--- config.mk ---
export PLATFORM = sky130hd
export DESIGN_NAME = axi_adapter_arbiter
export DESIGN_NICKNAME = d
export VERILOG_FILES = /design/src/rtl/ariane_axi_pkg.sv /design/src/rtl/axi_adapter_arbiter_pkg.sv /design/src/rtl/axi_adapter_arbiter_rr_select.sv /design/src/rtl/axi_adapter_arbiter.sv
export SDC_FILE = /design/constraint.sdc
export NUM_CORES = 1
export LEC_CHECK = 0
export ABC_AREA = 1
export CAP_MARGIN = 20
export CORE_AREA = 4 4 774 776
export DETAILED_ROUTE_END_ITERATION = 7
export DIE_AREA = 0 0 778 780
export GPL_TIMING_DRIVEN = 0
export PLACE_DENSITY = 0.3
export SETUP_SLACK_MARGIN = 0.4
export SYNTH_ARGS = -nofsm -noshare
export SYNTH_HDL_FRONTEND = slang
export SYNTH_SLANG_ARGS = --single-unit
--- constraint.sdc ---
create_clock -name clk_i -period 2.7 [get_ports clk_i]
set_input_delay 0.27 -clock clk_i [delete_from_list [all_inputs] [get_ports clk_i]]
set_output_delay 0.27 -clock clk_i [all_outputs]
set_load 0.02 [all_outputs]
--- src/rtl/ariane_axi_pkg.sv ---
// Shared AXI adapter request types used by cache and PTW clients.
package ariane_axi_pkg;

  typedef enum logic {
    SINGLE_REQ     = 1'b0,
    CACHE_LINE_REQ = 1'b1
  } ad_req_t;

endpackage

--- src/rtl/axi_adapter_arbiter_pkg.sv ---
// Types and helpers for the multi-port front end of the AXI adapter.
package axi_adapter_arbiter_pkg;

  typedef enum logic [1:0] {
    IDLE      = 2'd0,
    ISSUE     = 2'd1,
    WAIT_DONE = 2'd2
  } arb_state_e;

  // Port index width, never narrower than one bit.
  function automatic int unsigned port_idx_w(input int unsigned n);
    return (n > 32'd1) ? 32'($clog2(n)) : 32'd1;
  endfunction

endpackage

--- src/rtl/axi_adapter_arbiter_rr_select.sv ---
// Combinational round-robin pick: first set request at or after ptr, wrapping.
module axi_adapter_arbiter_rr_select
  import axi_adapter_arbiter_pkg::*;
#(
  parameter int unsigned NUM_PORTS = 3
) (
  input  logic [NUM_PORTS-1:0]                 req,
  input  logic [port_idx_w(NUM_PORTS)-1:0]     ptr,
  output logic [port_idx_w(NUM_PORTS)-1:0]     idx,
  output logic                                 any
);

  localparam int unsigned IDX_W = port_idx_w(NUM_PORTS);

  int unsigned pos;

  always_comb begin
    idx = '0;
    any = 1'b0;
    pos = 0;
    for (int unsigned i = 0; i < NUM_PORTS; i++) begin
      pos = 32'(ptr) + i;
      if (pos >= NUM_PORTS) pos = pos - NUM_PORTS;
      if (!any && req[IDX_W'(pos)]) begin
        any = 1'b1;
        idx = IDX_W'(pos);
      end
    end
  end

endmodule

--- src/rtl/axi_adapter_arbiter.sv ---
// Round-robin front end letting several clients share one AXI adapter,
// one transaction at a time, with the winning request held in registers.
module axi_adapter_arbiter
  import ariane_axi_pkg::*;
  import axi_adapter_arbiter_pkg::*;
#(
  parameter int unsigned NUM_PORTS    = 3,
  parameter int unsigned DATA_WIDTH   = 256,
  parameter int unsigned AXI_ID_WIDTH = 10
) (
  input  logic                      clk_i,
  input  logic                      rst_i,
  input  logic [NUM_PORTS-1:0]      req_i,
  input  ad_req_t                   type_i  [NUM_PORTS],
  input  logic [63:0]               addr_i  [NUM_PORTS],
  input  logic [NUM_PORTS-1:0]      we_i,
  input  logic [DATA_WIDTH-1:0]     wdata_i [NUM_PORTS],
  input  logic [DATA_WIDTH/8-1:0]   be_i    [NUM_PORTS],
  input  logic [1:0]                size_i  [NUM_PORTS],
  output logic [NUM_PORTS-1:0]      gnt_o,
  output logic [NUM_PORTS-1:0]      valid_o,
  output logic [DATA_WIDTH-1:0]     rdata_o,
  output logic                      err_o,
  output logic                      adp_req_o,
  output ad_req_t                   adp_type_o,
  output logic [63:0]               adp_addr_o,
  output logic                      adp_we_o,
  output logic [DATA_WIDTH-1:0]     adp_wdata_o,
  output logic [DATA_WIDTH/8-1:0]   adp_be_o,
  output logic [1:0]                adp_size_o,
  output logic [AXI_ID_WIDTH-1:0]   adp_id_o,
  input  logic                      adp_gnt_i,
  input  logic                      adp_valid_i,
  input  logic [DATA_WIDTH-1:0]     adp_rdata_i,
  input  logic [AXI_ID_WIDTH-1:0]   adp_id_i
);

  localparam int unsigned PORT_IDX_W = port_idx_w(NUM_PORTS);

  arb_state_e            state_q;
  logic [PORT_IDX_W-1:0] rr_q;
  logic [PORT_IDX_W-1:0] sel_q;
  logic [PORT_IDX_W-1:0] win_idx;
  logic [PORT_IDX_W-1:0] rr_next;
  logic                  win_any;
  logic                  accept;
  logic                  done;
  logic                  id_unused;

  axi_adapter_arbiter_rr_select #(
    .NUM_PORTS (NUM_PORTS)
  ) u_rr_select (
    .req (req_i),
    .ptr (rr_q),
    .idx (win_idx),
    .any (win_any)
  );

  // A completion seen in ISSUE also counts as the accept for that port.
  assign accept  = !rst_i && (state_q == ISSUE) && (adp_gnt_i || adp_valid_i);
  assign done    = !rst_i && adp_valid_i && ((state_q == ISSUE) || (state_q == WAIT_DONE));
  assign rr_next = (sel_q == PORT_IDX_W'(NUM_PORTS - 1)) ? '0 : sel_q + PORT_IDX_W'(1);

  assign adp_req_o = (state_q == ISSUE);
  assign adp_id_o  = AXI_ID_WIDTH'(sel_q);
  assign gnt_o     = accept ? (NUM_PORTS'(1) << sel_q) : '0;
  assign valid_o   = done ? (NUM_PORTS'(1) << sel_q) : '0;
  assign rdata_o   = done ? adp_rdata_i : '0;
  assign id_unused = ^adp_id_i[AXI_ID_WIDTH-1:PORT_IDX_W];

  // Arbitration state, latched request and sticky ID error.
  always_ff @(posedge clk_i) begin
    if (rst_i) begin
      state_q     <= IDLE;
      rr_q        <= '0;
      sel_q       <= '0;
      err_o       <= 1'b0;
      adp_type_o  <= SINGLE_REQ;
      adp_addr_o  <= '0;
      adp_we_o    <= 1'b0;
      adp_wdata_o <= '0;
      adp_be_o    <= '0;
      adp_size_o  <= '0;
    end else begin
      unique case (state_q)
        IDLE: begin
          if (win_any) begin
            sel_q       <= win_idx;
            adp_type_o  <= type_i[win_idx];
            adp_addr_o  <= addr_i[win_idx];
            adp_we_o    <= we_i[win_idx];
            adp_wdata_o <= wdata_i[win_idx];
            adp_be_o    <= be_i[win_idx];
            adp_size_o  <= size_i[win_idx];
            state_q     <= ISSUE;
          end
        end
        ISSUE: begin
          if (adp_valid_i)    state_q <= IDLE;
          else if (adp_gnt_i) state_q <= WAIT_DONE;
        end
        WAIT_DONE: begin
          if (adp_valid_i) state_q <= IDLE;
        end
        default: state_q <= IDLE;
      endcase
      if (done) begin
        rr_q <= rr_next;
        if (adp_id_i[PORT_IDX_W-1:0] != sel_q) err_o <= 1'b1;
      end
    end
  end

endmodule

==> flow_summary.json <==
{
  "grt_pass1_wl_mm": 565,
  "drt_iter0_drc": 2979,
  "path_class": "reg2out",
  "fin_setup_tns_ps": -73630,
  "yosysUniqueCellTypes": 29,
  "ir_worst_vdd_mv": 0.627,
  "startpoint_type": "flip-flop",
  "fin_worst_skew_ps": 77.9,
  "dp_worst_setup_slack_ps": -2940,
  "required_ps": 2430,
  "critPathArrivalTime_ps": 2840,
  "vias_per_cell": 2.77,
  "first_pass_iters": 6,
  "wl_per_cell_um": 32.7,
  "coreArea_um2": 592000,
  "area_growth_pct": 152,
  "worst_pin_slew_ps": 1150,
  "grt_pass1_vias": 40600,
  "totalWireLength_mm": 478,
  "violations": "negative setup slack",
  "slew_headroom": 0.233,
  "final_cell_area_um2": 64000,
  "setup.worst_path.end_class": "primary output",
  "cts.sinks": 363,
  "setup_violations": 388,
  "syn_inst": 4430,
  "grt_max_degree": 18,
  "synth_area_per_cell_um2": 5.72,
  "yosys_warnings": 0,
  "synth_area_um2": 25400,
  "grt_setup_unrepaired": "true",
  "initial_utilization": 0.0428,
  "ios": 1971,
  "num_vias": 40500,
  "reg2reg_depth": 15,
  "ant_nets": 0,
  "io_buffers": 1954,
  "drv_slew": 0,
  "status": "complete, but fails checks",
  "fin_crit_ps": 3110,
  "antenna_found_initial": 336,
  "clk_latency_ps": 820,
  "hold_viol_final": 0,
  "die_h_um": 780,
  "clockRootBuffer": "clkbuf_16",
  "htree_levels": 2,
  "cts_tree": "yes",
  "dp_hpwl_mm": 428,
  "cts-buffers-inserted": 61,
  "hold_path_depth": 3,
  "overflow": 0,
  "ys_seq_area_frac": 0.287,
  "layout-drive-gt1-share": 0.178,
  "hold_class": "in2reg",
  "fmax_mhz": 322,
  "p_per_area_nw_per_um2": 1230,
  "ctsLongestPathBuffers": 3,
  "min_period_over_period": 1.15,
  "fin_ws_ps": -405,
  "crit_fanout": 10,
  "maxCapViolations": 0,
  "rows": 283,
  "ys_ff_latch": 363,
  "track_usage": 0.151,
  "placed_area_um2": 55400,
  "route.detailed.drc": 0,
  "gp_congestion": 0.914,
  "die_x_um": 778,
  "nets": 7962,
  "p_leak_nw": 26.9,
  "die_area_um2": 607000,
  "clk_pin_slew_ps": 60
}
[worst paths after layout]
kind / startpoint / end / slack, ps
max: state_q[0] / rdata_o[44] / -410
min: wdata_i[102] / adp_wdata_o[102] / 140
max reg2reg: rr_q[0] / adp_be_o[6] / -200
min reg2reg: err_o / err_o / 460
[where the power goes]
group	internal, W	leakage (nW)	switching (W)	total (W)
logic	0.0205	22.8	0.0400	0.0605
clock network	0.00507	1.05	0.00395	0.00901
registers	0.00749	3.02	0.00145	0.00894
[registers in the layout (all words and copies together), names as in the netlist]
name	count
adp_we_o	1
state_q	2
sel_q	2
rr_q	2
adp_type_o	1
adp_size_o	2
adp_wdata_o	256
err_o	1
adp_addr_o	64
adp_be_o	32
[area by class of cell]
class	instances	area [um2]
antenna	126	315
tap	7837	9810
clock buffer	76	1700
inverter	1117	4230
multi-input combinational	2609	15000
clock inverter	38	444
fill	69200	528000
buffer	348	3050
sequential	363	7270
timing repair buffer	2114	22200
[critical path: stages (launching register included)]
cell,delay (ps)
dfxtp_2,330
inv_2,50
ha_4,260
inv_2,40
nor3_4,180
clkinv_4,120
buf_12,170
clkbuf_16,250
clkbuf_8,180
nor2_4,230
buf_6,160
[per-layer routing]
metal / wire (um) / global-route usage / share of wire
met1: 185000 / 0.171 / 0.39
met5: 1040 / 0 / 0.0022
met2: 217000 / 0.248 / 0.45
met4: 15600 / 0.0403 / 0.033
met3: 59300 / 0.0763 / 0.12
[cell usage after synthesis]
| cell | instances | area [um2] |
|---|---|---|
| o211ai_1 | 1 | 7.51 |
| o211a_1 | 1 | 10.0 |
| a21boi_1 | 2 | 15.0 |
| a21oi_1 | 588 | 2940 |
| clkbuf_1 | 144 | 541 |
| nand3_1 | 722 | 3610 |
| nor2_2 | 1 | 6.26 |
| o21bai_1 | 2 | 15.0 |
| inv_1 | 1112 | 4170 |
| conb_1 | 1 | 3.75 |
| buf_4 | 15 | 113 |
| inv_2 | 3 | 11.3 |
| ha_1 | 7 | 87.6 |
| dfxtp_1 | 363 | 7270 |
| nor3_1 | 7 | 35.0 |
| a31oi_1 | 1 | 6.26 |
| nand2_2 | 5 | 31.3 |
| o21ai_1 | 2 | 10.0 |
| nand4_1 | 2 | 12.5 |
| nor2_1 | 387 | 1450 |
| nand3_2 | 1 | 10.0 |
| buf_2 | 178 | 891 |
| buf_1 | 12 | 45.0 |
| clkinv_1 | 2 | 7.51 |
| xor2_1 | 2 | 17.5 |
| o21ai_0 | 235 | 1180 |
| a21boi_0 | 125 | 938 |
| a211oi_1 | 1 | 7.51 |
| nand2_1 | 508 | 1910 |
[cells in the final DEF, fill, tap and decap left out, types with 71 or more instances in the layout]
| cell type | n |
|---|---|
| a21boi_0 | 123 |
| a21oi_1 | 535 |
| buf_2 | 134 |
| buf_4 | 162 |
| buf_6 | 134 |
| clkbuf_1 | 74 |
| clkbuf_16 | 77 |
| clkdlybuf4s50_1 | 1691 |
| dfxtp_1 | 359 |
| diode_2 | 126 |
| inv_1 | 1105 |
| nand2_1 | 452 |
| nand3_1 | 606 |
| nor2_1 | 245 |
| nor2_2 | 72 |
| nor2_4 | 71 |
| o21ai_0 | 233 |
[logic make-up after synthesis]
| group | count (synthesis) | synth area share |
|---|---|---|
| DFF | 363 | 0.287 |
| xor gates and xnor gates | 2 | 0.000691 |
| buffers and inverters | 1466 | 0.228 |
| and+or+nand+nor | 1633 | 0.279 |
| AOI/OAI and AO/OA | 958 | 0.202 |
| adders and majority gates | 7 | 0.00345 |
| other | 1 | 0.000148 |
[through the flow]
step	total power (W)	hold WS (ps)	cells	utilization
final	0.0784	140	14600	0.108
after global routing	0.0830	75.3	14500	0.108
after CTS	0.0806	0.0548	14500	0.106
after detailed placement	0.0598	451	14300	0.0935
after global placement	0.0593	446	14200	0.0924
after floorplan	0.0283	461	4437	-
[repair_timing]
action,4_1_cts,5_1_grt
endpoints found under the setup margin,753,744
hold endpoints to repair,15,0
resized for setup,2412,386
setup buffers,95,0
cloned,23,0
pin swaps,92,10
hold buffers,16,0
No activity file was read; power rests on OpenSTA's default activity.
